**src/rtl/sevga_vram_arbiter_if.sv**
```systemverilog
// SE-VGA VRAM arbiter bus bundle: video fetch, CPU write push and VRAM pins.
// slave = arbiter side, master = surrounding adapter logic.
interface sevga_vram_arbiter_if #(
  parameter int ADDR_W   = 15,
  parameter int DATA_W   = 8,
  parameter int NUM_BUFS = 2,
  parameter int BUF_W    = $clog2(NUM_BUFS),
  parameter int SEQ_W    = 3
);
  logic [SEQ_W-1:0]    seq;
  logic                vidReq;
  logic [ADDR_W-1:0]   vidAddr;
  logic [BUF_W-1:0]    vidBufSel;
  logic [DATA_W-1:0]   vidData;
  logic                vidValid;
  logic                cpuWrReq;
  logic [ADDR_W-1:0]   cpuWrAddr;
  logic [DATA_W-1:0]   cpuWrData;
  logic [BUF_W-1:0]    cpuWrBuf;
  logic                cpuWrFull;
  logic [ADDR_W-1:0]   vramAddr;
  logic [DATA_W-1:0]   vramDataOut;
  logic                vramDataOe;
  logic [DATA_W-1:0]   vramDataIn;
  logic                nvramOE;
  logic                nvramWE;
  logic [NUM_BUFS-1:0] nvramCE;
  logic [7:0]          dropCount;

  modport slave (
    input  seq,
    input  vidReq,
    input  vidAddr,
    input  vidBufSel,
    output vidData,
    output vidValid,
    input  cpuWrReq,
    input  cpuWrAddr,
    input  cpuWrData,
    input  cpuWrBuf,
    output cpuWrFull,
    output vramAddr,
    output vramDataOut,
    output vramDataOe,
    input  vramDataIn,
    output nvramOE,
    output nvramWE,
    output nvramCE,
    output dropCount
  );

  modport master (
    output seq,
    output vidReq,
    output vidAddr,
    output vidBufSel,
    input  vidData,
    input  vidValid,
    output cpuWrReq,
    output cpuWrAddr,
    output cpuWrData,
    output cpuWrBuf,
    input  cpuWrFull,
    input  vramAddr,
    input  vramDataOut,
    input  vramDataOe,
    output vramDataIn,
    input  nvramOE,
    input  nvramWE,
    input  nvramCE,
    input  dropCount
  );
endinterface

```
**src/rtl/sevga_vram_arbiter.sv**
```systemverilog
// SE-VGA VRAM arbiter: posted CPU writes, one guaranteed video slot per seq.
// Define SEVGA_WRDROP_CNT_EN to build the saturating dropped-write counter.
module sevga_vram_arbiter #(
  parameter int ADDR_W     = 15,
  parameter int DATA_W     = 8,
  parameter int FIFO_DEPTH = 4,
  parameter int NUM_BUFS   = 2,
  parameter int BUF_W      = $clog2(NUM_BUFS),
  parameter int SEQ_W      = 3,
  parameter int VID_SLOT   = 0
) (
  input logic                 pixClk,
  input logic                 nReset,
  sevga_vram_arbiter_if.slave bus
);

  localparam int PTR_W = $clog2(FIFO_DEPTH);
  localparam int CNT_W = PTR_W + 1;

  localparam logic [CNT_W-1:0] L_DEPTH =
    CNT_W'(FIFO_DEPTH);
  localparam logic [SEQ_W-1:0] L_SLOT =
    SEQ_W'(VID_SLOT);
  localparam logic [SEQ_W-1:0] L_BLK1 =
    L_SLOT - SEQ_W'(1);
  localparam logic [SEQ_W-1:0] L_BLK2 =
    L_SLOT - SEQ_W'(2);

  localparam logic [1:0] S_IDLE      = 2'd0;
  localparam logic [1:0] S_RD        = 2'd1;
  localparam logic [1:0] S_WR_SETUP  = 2'd2;
  localparam logic [1:0] S_WR_STROBE = 2'd3;

  logic [1:0]          r_state;

  logic [ADDR_W-1:0]   r_fAddr [FIFO_DEPTH];
  logic [DATA_W-1:0]   r_fData [FIFO_DEPTH];
  logic [BUF_W-1:0]    r_fBuf  [FIFO_DEPTH];
  logic [PTR_W-1:0]    r_wrPtr;
  logic [PTR_W-1:0]    r_rdPtr;
  logic [CNT_W-1:0]    r_cnt;

  logic [ADDR_W-1:0]   r_addr;
  logic [DATA_W-1:0]   r_dout;
  logic                r_dataOe;
  logic                r_nOE;
  logic                r_nWE;
  logic [NUM_BUFS-1:0] r_nCE;
  logic [DATA_W-1:0]   r_vidData;
  logic                r_vidValid;

  logic                w_rdGo;
  logic                w_blk;
  logic                w_pop;
  logic                w_push;
  logic [ADDR_W-1:0]   w_hAddr;
  logic [DATA_W-1:0]   w_hData;
  logic [BUF_W-1:0]    w_hBuf;

  // Out-of-range buffer index selects nothing but still uses the slot.
  function automatic logic [NUM_BUFS-1:0] ce_mask(
    input logic [BUF_W-1:0] b
  );
    logic [NUM_BUFS-1:0] m;
    m = '1;
    for (int i = 0; i < NUM_BUFS; i++) begin
      if (b == BUF_W'(i)) m[i] = 1'b0;
    end
    return m;
  endfunction

  // A write may only start where it finishes before the video slot edge.
  always_comb begin
    w_rdGo = (r_state == S_IDLE)
          && (bus.seq == L_SLOT)
          && bus.vidReq;
    w_blk  = (bus.seq == L_BLK1)
          || (bus.seq == L_BLK2);
    w_pop  = (r_state == S_IDLE)
          && !w_rdGo
          && !w_blk
          && (r_cnt != '0);
    w_push = bus.cpuWrReq
          && ((r_cnt != L_DEPTH) || w_pop);
  end

  assign w_hAddr = r_fAddr[r_rdPtr];
  assign w_hData = r_fData[r_rdPtr];
  assign w_hBuf  = r_fBuf[r_rdPtr];

  always_ff @(posedge pixClk) begin
    if (w_push) begin
      r_fAddr[r_wrPtr] <= bus.cpuWrAddr;
      r_fData[r_wrPtr] <= bus.cpuWrData;
      r_fBuf[r_wrPtr]  <= bus.cpuWrBuf;
    end
  end

  always_ff @(posedge pixClk or negedge nReset) begin
    if (!nReset) begin
      r_wrPtr <= '0;
      r_rdPtr <= '0;
      r_cnt   <= '0;
    end else begin
      if (w_push) r_wrPtr <= r_wrPtr + PTR_W'(1);
      if (w_pop)  r_rdPtr <= r_rdPtr + PTR_W'(1);
      if (w_push && !w_pop)
        r_cnt <= r_cnt + CNT_W'(1);
      else if (w_pop && !w_push)
        r_cnt <= r_cnt - CNT_W'(1);
    end
  end

  always_ff @(posedge pixClk or negedge nReset) begin
    if (!nReset) begin
      r_state    <= S_IDLE;
      r_addr     <= '0;
      r_dout     <= '0;
      r_dataOe   <= 1'b0;
      r_nOE      <= 1'b1;
      r_nWE      <= 1'b1;
      r_nCE      <= '1;
      r_vidData  <= '0;
      r_vidValid <= 1'b0;
    end else begin
      r_vidValid <= 1'b0;
      case (r_state)
        S_IDLE: begin
          if (w_rdGo) begin
            r_state <= S_RD;
            r_addr  <= bus.vidAddr;
            r_nOE   <= 1'b0;
            r_nCE   <= ce_mask(bus.vidBufSel);
          end else if (w_pop) begin
            r_state  <= S_WR_SETUP;
            r_addr   <= w_hAddr;
            r_dout   <= w_hData;
            r_dataOe <= 1'b1;
            r_nCE    <= ce_mask(w_hBuf);
          end
        end
        S_RD: begin
          r_state    <= S_IDLE;
          r_vidData  <= bus.vramDataIn;
          r_vidValid <= 1'b1;
          r_addr     <= '0;
          r_nOE      <= 1'b1;
          r_nCE      <= '1;
        end
        S_WR_SETUP: begin
          r_state <= S_WR_STROBE;
          r_nWE   <= 1'b0;
        end
        S_WR_STROBE: begin
          r_state  <= S_IDLE;
          r_nWE    <= 1'b1;
          r_addr   <= '0;
          r_dout   <= '0;
          r_dataOe <= 1'b0;
          r_nCE    <= '1;
        end
        default: r_state <= S_IDLE;
      endcase
    end
  end

`ifdef SEVGA_WRDROP_CNT_EN
  logic [7:0] r_drop;
  logic       w_reject;

  assign w_reject = bus.cpuWrReq && !w_push;

  always_ff @(posedge pixClk or negedge nReset) begin
    if (!nReset)
      r_drop <= 8'd0;
    else if (w_reject && (r_drop != 8'hFF))
      r_drop <= r_drop + 8'd1;
  end

  assign bus.dropCount = r_drop;
`else
  assign bus.dropCount = 8'd0;
`endif

  assign bus.cpuWrFull   = (r_cnt == L_DEPTH);
  assign bus.vramAddr    = r_addr;
  assign bus.vramDataOut = r_dout;
  assign bus.vramDataOe  = r_dataOe;
  assign bus.nvramOE     = r_nOE;
  assign bus.nvramWE     = r_nWE;
  assign bus.nvramCE     = r_nCE;
  assign bus.vidData     = r_vidData;
  assign bus.vidValid    = r_vidValid;

endmodule

```
**src/flat_wrapper.sv**
```systemverilog
// flat-port wrapper written by rule: the top's interface ports become plain ports
module sevga_vram_arbiter_flat 
#(
  parameter int ADDR_W     = 15,
  parameter int DATA_W     = 8,
  parameter int FIFO_DEPTH = 4,
  parameter int NUM_BUFS   = 2,
  parameter int BUF_W      = $clog2(NUM_BUFS),
  parameter int SEQ_W      = 3,
  parameter int VID_SLOT   = 0
)
  (pixClk, nReset, bus_seq, bus_vidReq, bus_vidAddr, bus_vidBufSel, bus_vidData, bus_vidValid, bus_cpuWrReq, bus_cpuWrAddr, bus_cpuWrData, bus_cpuWrBuf, bus_cpuWrFull, bus_vramAddr, bus_vramDataOut, bus_vramDataOe, bus_vramDataIn, bus_nvramOE, bus_nvramWE, bus_nvramCE, bus_dropCount);
  sevga_vram_arbiter_if #(.ADDR_W(ADDR_W), .DATA_W(DATA_W), .NUM_BUFS(NUM_BUFS), .BUF_W(BUF_W), .SEQ_W(SEQ_W)) bus_i ();
  input logic pixClk;
  input logic nReset;
  input wire logic [$bits(bus_i.seq)-1:0] bus_seq;
  input wire logic [$bits(bus_i.vidReq)-1:0] bus_vidReq;
  input wire logic [$bits(bus_i.vidAddr)-1:0] bus_vidAddr;
  input wire logic [$bits(bus_i.vidBufSel)-1:0] bus_vidBufSel;
  output wire logic [$bits(bus_i.vidData)-1:0] bus_vidData;
  output wire logic [$bits(bus_i.vidValid)-1:0] bus_vidValid;
  input wire logic [$bits(bus_i.cpuWrReq)-1:0] bus_cpuWrReq;
  input wire logic [$bits(bus_i.cpuWrAddr)-1:0] bus_cpuWrAddr;
  input wire logic [$bits(bus_i.cpuWrData)-1:0] bus_cpuWrData;
  input wire logic [$bits(bus_i.cpuWrBuf)-1:0] bus_cpuWrBuf;
  output wire logic [$bits(bus_i.cpuWrFull)-1:0] bus_cpuWrFull;
  output wire logic [$bits(bus_i.vramAddr)-1:0] bus_vramAddr;
  output wire logic [$bits(bus_i.vramDataOut)-1:0] bus_vramDataOut;
  output wire logic [$bits(bus_i.vramDataOe)-1:0] bus_vramDataOe;
  input wire logic [$bits(bus_i.vramDataIn)-1:0] bus_vramDataIn;
  output wire logic [$bits(bus_i.nvramOE)-1:0] bus_nvramOE;
  output wire logic [$bits(bus_i.nvramWE)-1:0] bus_nvramWE;
  output wire logic [$bits(bus_i.nvramCE)-1:0] bus_nvramCE;
  output wire logic [$bits(bus_i.dropCount)-1:0] bus_dropCount;
  assign bus_i.seq = bus_seq;
  assign bus_i.vidReq = bus_vidReq;
  assign bus_i.vidAddr = bus_vidAddr;
  assign bus_i.vidBufSel = bus_vidBufSel;
  assign bus_vidData = bus_i.vidData;
  assign bus_vidValid = bus_i.vidValid;
  assign bus_i.cpuWrReq = bus_cpuWrReq;
  assign bus_i.cpuWrAddr = bus_cpuWrAddr;
  assign bus_i.cpuWrData = bus_cpuWrData;
  assign bus_i.cpuWrBuf = bus_cpuWrBuf;
  assign bus_cpuWrFull = bus_i.cpuWrFull;
  assign bus_vramAddr = bus_i.vramAddr;
  assign bus_vramDataOut = bus_i.vramDataOut;
  assign bus_vramDataOe = bus_i.vramDataOe;
  assign bus_i.vramDataIn = bus_vramDataIn;
  assign bus_nvramOE = bus_i.nvramOE;
  assign bus_nvramWE = bus_i.nvramWE;
  assign bus_nvramCE = bus_i.nvramCE;
  assign bus_dropCount = bus_i.dropCount;
  sevga_vram_arbiter #(.ADDR_W(ADDR_W), .DATA_W(DATA_W), .FIFO_DEPTH(FIFO_DEPTH), .NUM_BUFS(NUM_BUFS), .BUF_W(BUF_W), .SEQ_W(SEQ_W), .VID_SLOT(VID_SLOT)) u_core (.pixClk(pixClk), .nReset(nReset), .bus(bus_i));
endmodule
```
**config.mk**
```make
export PLATFORM = sky130hd
export DESIGN_NAME = sevga_vram_arbiter_flat
export DESIGN_NICKNAME = d
export VERILOG_FILES = /design/src/rtl/sevga_vram_arbiter_if.sv /design/src/rtl/sevga_vram_arbiter.sv /design/src/flat_wrapper.sv
export SDC_FILE = /design/constraint.sdc
export NUM_CORES = 1
export LEC_CHECK = 0
export CORE_MARGIN = 1.5
export CORE_UTILIZATION = 30
export CTS_CLUSTER_DIAMETER = 50
export CTS_CLUSTER_SIZE = 12
export DETAILED_ROUTE_END_ITERATION = 8
export HOLD_SLACK_MARGIN = 0.12
export PLACE_DENSITY = 0.54
export SYNTH_ARGS = -nofsm -noshare
export SYNTH_HDL_FRONTEND = slang
export SYNTH_SLANG_ARGS = --single-unit
export TNS_END_PERCENT = 30
```
**constraint.sdc**
```tcl
create_clock -name pixClk -period 3 [get_ports pixClk]
set_input_delay 0.9 -clock pixClk [delete_from_list [all_inputs] [get_ports pixClk]]
set_output_delay 0.9 -clock pixClk [all_outputs]
set_load 0.03 [all_outputs]
```
## Word-level counts from Yosys, hierarchy flattened

Memories as Yosys holds them, arrays and structs flattened.
Index checks and enable logic that the tools add are counted.

| word-level totals | value |
|---|---|
| register bits | 46 |
| bits in latches | 0 |
| RAM bits | 96 |
| bits in read-only memories | 0 |
| input bits | 55 |
| output and inout bits | 46 |
| logic and storage cells | 83 |
| memories kept | 3 |

Memory list:

| memory | depth | width | rd ports | clocked after Yosys merged registers in | write ports | RTL line | text |
|---|---|---|---|---|---|---|---|
| u_core.r_fAddr | 4 | 15 | 1 | 0 | 1 | sevga_vram_arbiter.sv:36 | `logic [ADDR_W-1:0] r_fAddr [FIFO_DEPTH];` |
| u_core.r_fData | 4 | 8 | 1 | 0 | 1 | sevga_vram_arbiter.sv:37 | `logic [DATA_W-1:0] r_fData [FIFO_DEPTH];` |
| u_core.r_fBuf | 4 | 1 | 1 | 0 | 1 | sevga_vram_arbiter.sv:38 | `logic [BUF_W-1:0] r_fBuf [FIFO_DEPTH];` |

| cells by class | value |
|---|---|
| add/sub/neg operators | 4 |
| $mul | 0 |
| div/mod/pow operators | 0 |
| order comparisons | 0 |
| eq/ne operators | 11 |
| shift-type cells | 0 |
| multiplexer cells | 27 |
| bitwise gates (word level) | 0 |
| reduce and logical (&&, ||, !) cells | 26 |

Operators by type and width:

| operator | count |
|---|---|
| $mux 15 | 2 |
| $pmux 15 s2 | 1 |
| $mux 8 | 2 |
| $pmux 8 s2 | 1 |
| $mux 1 | 10 |
| $reduce_bool 2->1 | 5 |
| $eq 3x3->1 const B | 3 |
| $logic_and 1x1->1 | 8 |
| $mux 2 | 4 |
| $mux 3 | 2 |
| $pmux 1 s2 | 3 |
| $pmux 2 s3 | 1 |
| $add 2x1->2 const B | 2 |
| $eq 2x2->1 const B | 2 |
| $logic_not 1->1 | 4 |
| $ne 2x1->1 const B | 2 |
| $pmux 2 s2 | 1 |
| $reduce_and 2->1 | 2 |
| $add 3x1->3 const B | 1 |
| $logic_not 3->1 | 1 |
| $ne 3x1->1 const B | 1 |
| $ne 3x3->1 const B | 1 |
| $reduce_and 3->1 | 1 |
| $reduce_bool 3->1 | 1 |
| other kinds (6) | 7 |

## Longest topological paths before layout

| logic depth | value |
|---|---|
| depth in word-level cells | 13 |
| gate-level depth with buffers | 11 |
| depth with buffers taken out | 10 |

## Least setup slack after synthesis

Ideal clock, no wire load.

| path | value |
|---|---|
| path type | input-to-reg |
| start point | in bus_seq[2] |
| end point | reg u_core.r_cnt[1] |
| library setup time | 0.125 ns |
| data arrival time | 2.644 ns |
| required time | 2.875 ns |
| setup slack | 0.232 ns |
| stages | 7 |
| path buffers | 0 |
| cell sequence | or4b_4 > nand3_1 > a21boi_2 > ha_1 > inv_1 > fa_1 > mux2_2 |

| on the way | value |
|---|---|
| word-level cells in the longest chain between the ends | 12 |
| elaborated cells on any way between the ends | 19 |
| classes of those cells | eq/ne: 2; mux: 1; reduce/logical: 16 |

Ends and longest elaborated chain:

| element | RTL line | text |
|---|---|---|
| start: declaration | flat_wrapper.sv:16 | `input wire logic [$bits(bus_i.seq)-1:0] bus_seq;` |
| $logic_not 3->1 | sevga_vram_arbiter.sv:75 | `&& (bus.seq == L_SLOT)` |
| $logic_and 1x1->1 | sevga_vram_arbiter.sv:75 |  |
| $logic_and 1x1->1 | sevga_vram_arbiter.sv:76 | `&& bus.vidReq;` |
| $logic_not 1->1 | sevga_vram_arbiter.sv:80 | `&& !w_rdGo` |
| $logic_and 1x1->1 | sevga_vram_arbiter.sv:80 |  |
| $logic_and 1x1->1 * | sevga_vram_arbiter.sv:81 | `&& !w_blk` |
| $logic_and 1x1->1 * | sevga_vram_arbiter.sv:82 | `&& (r_cnt != '0);` |
| $logic_or 1x1->1 * | sevga_vram_arbiter.sv:84 | `&& ((r_cnt != L_DEPTH) \|\| w_pop);` |
| $logic_and 1x1->1 * | sevga_vram_arbiter.sv:84 |  |
| named net u_core.w_push | sevga_vram_arbiter.sv:55 | `logic w_push;` |
| $logic_not 1->1 | sevga_vram_arbiter.sv:109 | `else if (w_pop && !w_push)` |
| $logic_and 1x1->1 | sevga_vram_arbiter.sv:109 |  |
| $reduce_bool 2->1 (no source line) | - |  |
| end signal: assignment | sevga_vram_arbiter.sv:108 | `r_cnt <= r_cnt + CNT_W'(1);` |
| end signal: assignment | sevga_vram_arbiter.sv:110 | `r_cnt <= r_cnt - CNT_W'(1);` |
| end: declaration | sevga_vram_arbiter.sv:41 | `logic [CNT_W-1:0] r_cnt;` |

The timed path passes the listed nets; every way through them passes the cells marked *.
A chain may end at the register's enable or synchronous reset.

## Final worst setup path

| path | value |
|---|---|
| start point | in bus_seq[2] |
| end point | reg u_core.r_cnt[2] |

| on the way | value |
|---|---|
| word-level cells in the longest chain between the ends | 12 |
| elaborated cells on any way between the ends | 19 |
| classes of those cells | eq/ne: 2; mux: 1; reduce/logical: 16 |

Ends and longest elaborated chain:

| element | RTL line |
|---|---|
| $logic_not 3->1 | sevga_vram_arbiter.sv:75 |
| $logic_and 1x1->1 | sevga_vram_arbiter.sv:75 |
| $logic_and 1x1->1 | sevga_vram_arbiter.sv:76 |
| $logic_not 1->1 | sevga_vram_arbiter.sv:80 |
| $logic_and 1x1->1 | sevga_vram_arbiter.sv:80 |
| $logic_and 1x1->1 * | sevga_vram_arbiter.sv:81 |
| $logic_and 1x1->1 * | sevga_vram_arbiter.sv:82 |
| $logic_or 1x1->1 | sevga_vram_arbiter.sv:84 |
| $logic_and 1x1->1 | sevga_vram_arbiter.sv:84 |
| $logic_not 1->1 | sevga_vram_arbiter.sv:109 |
| $logic_and 1x1->1 | sevga_vram_arbiter.sv:109 |
| $reduce_bool 2->1 (no source line) | - |

Every way passes the cells marked *; elsewhere a longest branch is shown, timed or not.

==> metrics.cfg <==
[clock_network]
clock_pin_slew_reported_for_the_worst_setup_and_hold_paths_after_clock_tree_synthesis_ns = 0.06
buffers_from_clock_root_to_sink_at_most = 2
clock_latency_of_the_later_clocked_register_in_the_worst_skew_pair_ns = 0.42
cts_inserted_buffers = 17
cts.root.buffer_cell = sky130_fd_sc_hd__clkbuf_16
post_cts_hold_buffer_count = 0
cts.htree.levels = 4
cts_tree = done
clkSinkCount = 142

[final_layout]
insertedDiodeCount = 0
drive_above_1_share = 0.248
area_growth_syn_to_layout_pct = 35.4
nFillCells = 1709
finalCoreUtilization = 0.416
finalNetCount = 501

[die]
die_area_mm2 = 0.0201
fp.dieW_um = 142
die_h_um = 142
placementRows = 50
fp.coreArea_mm2 = 0.0188
io_pins = 101
start_util = 0.307

[sta]
hold_ws_ns = 0.391
achievable-frequency_mhz = 359
period_needed_ns = 2.79
timing_worst_slew_pin_value_ns = 0.761
setup_violation_total_in_the_final_timing_report = 0
slew_headroom = 0.493
final-hold-violation-count = 0
final-max-slew-violation-count = 0
skew_ns = 0.00785
setup_slack_ns = 0.215
rsz0062_at_grt = no
final_clock_period_utilization_by_the_worst_path = 0.928

[grt]
grtUsageTotal = 0.130
grt_max_degree = 20
grt_pass1_wl_mm = 19.1
grt_antenna_before_repair = 0
via_count_of_the_first_global_routing_pass = 3429
overflow = 0

[detailed_routing]
dr.first_iter.drc_count = 159
total_via_count_in_the_routed_design = 3080
detail_route.first_pass.iterations = 4
drc = 0
routedWlPerCell_um = 16.9
postRouteAntennaNets = 0
drt-total-wl_mm = 12.0
vias_per_cell = 4.35

[placement]
finalWeightedCongestion = 0.720
buffer_ports.inserted = 92
dp_hpwl_mm = 8.25
pre_cts_setup_slack_ns = -0.211

[synth]
postSynthCellCount = 307
post_synthesis_sequential_area_ratio = 0.698
netlist_top_cells_area = sky130_fd_sc_hd__edfxtp_1, sky130_fd_sc_hd__dfrtp_1, sky130_fd_sc_hd__mux4_2
netlist-cell-type-count = 40
postSynthRegisterBits = 142
async_reset_ff_frac = 0.324
post_synth_most_frequent_cells = sky130_fd_sc_hd__edfxtp_1, sky130_fd_sc_hd__dfrtp_1, sky130_fd_sc_hd__mux4_2
number_of_synthesis_warnings = 0
post-synth-top-count-cell = sky130_fd_sc_hd__edfxtp_1
post_synth_instance_area_mm2 = 0.00579
synth_largest_type_area_fraction = 0.498
yosys_most_used_dff = sky130_fd_sc_hd__edfxtp_1
yosys.area.top_type = sky130_fd_sc_hd__edfxtp_1
number_of_enable_flip_flop_cells_after_synthesis = 96
synthesis.area_per_instance_um2 = 18.8

[worst_setup_path]
timing.reg2reg.setup_slack_ns = 0.63
crit-reg2reg-launch = u_core.r_state[0]
crit_required_ns = 3.34
timing.rr.end = u_core.r_cnt[2]
worst-r2r-cell-count = 10
critical_path.endpoint_type = flip-flop
crit_end = u_core.r_cnt[2]
critical_path_peak_fanout = 3
critical_path_arrival_ns = 3.12
worst_setup_path_startpoint = bus_seq[2]
critical_path_class = input pin to flip-flop
timing.critical_path.from_type = input pin

[power]
power.switching_fraction = 0.332
power_frac_seq = 0.368
power_density_mw_per_mm2 = 1060
ir_drop_uv = 436
power.leakage_nw = 2.97
power_frac_clock = 0.242
total_switching_power_mw = 2.76
total_internal_power_mw = 5.56
comb_power_share = 0.390

[run_status]
run_status = finished, final reports clean

[hold_path]
hold_path.class = input pin to asynchronous set/reset pin

[job]
max-cap-violations = 0

-- per-stage QoR --
step / setup TNS (ns) / instances / power (mW) / instance area, µm²
after floorplan: 0 / 314 / 5.10 / 5810
after global placement: -0.290 / 676 / 6.32 / 7260
after detailed placement: -0.419 / 676 / 6.42 / 7260
after CTS: 0 / 708 / 8.47 / 7830
after global routing: 0 / 708 / 8.79 / 7840
final: 0 / 708 / 8.32 / 7840
-- cell type report --
class,instances,area [µm²],share of cell area
Inverter,10,37.5,0.00479
Sequential cell,142,4040,0.516
Clock inverter,14,143,0.0182
Tap cell,260,325,0.0415
Clock buffer,18,429,0.0548
Multi-Input combinational cell,141,1590,0.202
Timing Repair Buffer,123,1280,0.163
-- logic make-up after synthesis --
logic type / count (synthesis) / synth area share
XOR/XNOR: 6 / 0.00908
multiplexers: 60 / 0.160
flip-flops: 142 / 0.698
buffers and inverters: 31 / 0.0326
AND/OR/NAND/NOR: 29 / 0.0348
other: 1 / 0.000648
AO/OA/AOI/OAI: 27 / 0.0400
adder cells (fa/ha/maj): 11 / 0.0251
-- registers in the layout, indices dropped and copies added, names as in the netlist --
signal	cells
u_core.r_fAddr	60
u_core.r_fData	32
u_core.bus.vramAddr	15
u_core.bus.vidData	8
u_core.bus.vramDataOut	8
u_core.r_fBuf	4
u_core.r_cnt	3
u_core.bus.nvramCE	2
u_core.r_rdPtr	2
u_core.r_state	2
u_core.r_wrPtr	2
u_core.bus.nvramOE	1
u_core.bus.nvramWE	1
u_core.bus.vidValid	1
u_core.bus.vramDataOe	1
-- per-layer routing --
metal	wire, µm	track usage
met2	6010	0.221
met3	568	0.0398
met5	0	0
met4	162	0.0472
met1	5220	0.156
-- worst min-delay path by stage --
| stage | from | endpoint | slack [ns] | cells past startpoint |
|---|---|---|---|---|
| after detailed placement | u_core.bus.vramAddr[12] | u_core.bus.vramAddr[12] | 0.47 | 1 |
| after CTS | nReset | u_core.bus.vidData[1] | 0.39 | 1 |
| after global placement | u_core.r_cnt[2] | u_core.r_cnt[2] | 0.47 | 1 |
| final | nReset | u_core.bus.vramAddr[6] | 0.39 | 1 |
| after floorplan | u_core.r_cnt[2] | u_core.r_cnt[2] | 0.46 | 1 |
| after global routing | nReset | u_core.bus.vidData[3] | 0.41 | 1 |
-- worst max-delay path: stages --
cell,delay [ns]
sky130_fd_sc_hd__clkdlybuf4s50_1,0.43
sky130_fd_sc_hd__or4b_4,0.59
sky130_fd_sc_hd__nand4_4,0.11
sky130_fd_sc_hd__ha_1,0.16
sky130_fd_sc_hd__inv_1,0.06
sky130_fd_sc_hd__fa_1,0.43
sky130_fd_sc_hd__xor2_1,0.15
sky130_fd_sc_hd__nor2_1,0.12
sky130_fd_sc_hd__xor2_1,0.18
-- power by group through the flow --
| stage | registers (mW) | clock network [mW] | logic (mW) |
|---|---|---|---|
| after floorplan | 3.41 | 0 | 1.68 |
| after global placement | 3.09 | 0 | 3.23 |
| after detailed placement | 3.12 | 0 | 3.30 |
| after CTS | 3.08 | 2.07 | 3.32 |
| after global routing | 3.15 | 2.14 | 3.50 |
| final | 3.06 | 2.01 | 3.25 |
-- what timing repair did --
item,4_1_cts,5_1_grt
gates resized for setup,0,1
setup buffers,0,0
setup endpoints to repair,0,1
-- layout by cell type (no fill, tap or decap), types with 5 or more instances in the layout --
master,instances
sky130_fd_sc_hd__edfxtp_1,96
sky130_fd_sc_hd__clkdlybuf4s50_1,90
sky130_fd_sc_hd__dfrtp_1,41
sky130_fd_sc_hd__mux4_2,24
sky130_fd_sc_hd__buf_4,21
sky130_fd_sc_hd__mux2i_1,17
sky130_fd_sc_hd__clkbuf_16,17
sky130_fd_sc_hd__o2bb2ai_1,15
sky130_fd_sc_hd__inv_1,10
sky130_fd_sc_hd__mux2_2,10
sky130_fd_sc_hd__ha_1,10
sky130_fd_sc_hd__buf_12,10
sky130_fd_sc_hd__mux2_1,9
sky130_fd_sc_hd__nor2b_1,8
sky130_fd_sc_hd__conb_1,8
sky130_fd_sc_hd__clkinvlp_4,6
sky130_fd_sc_hd__nor2_1,5
No activity file was read; power rests on OpenSTA's default activity.
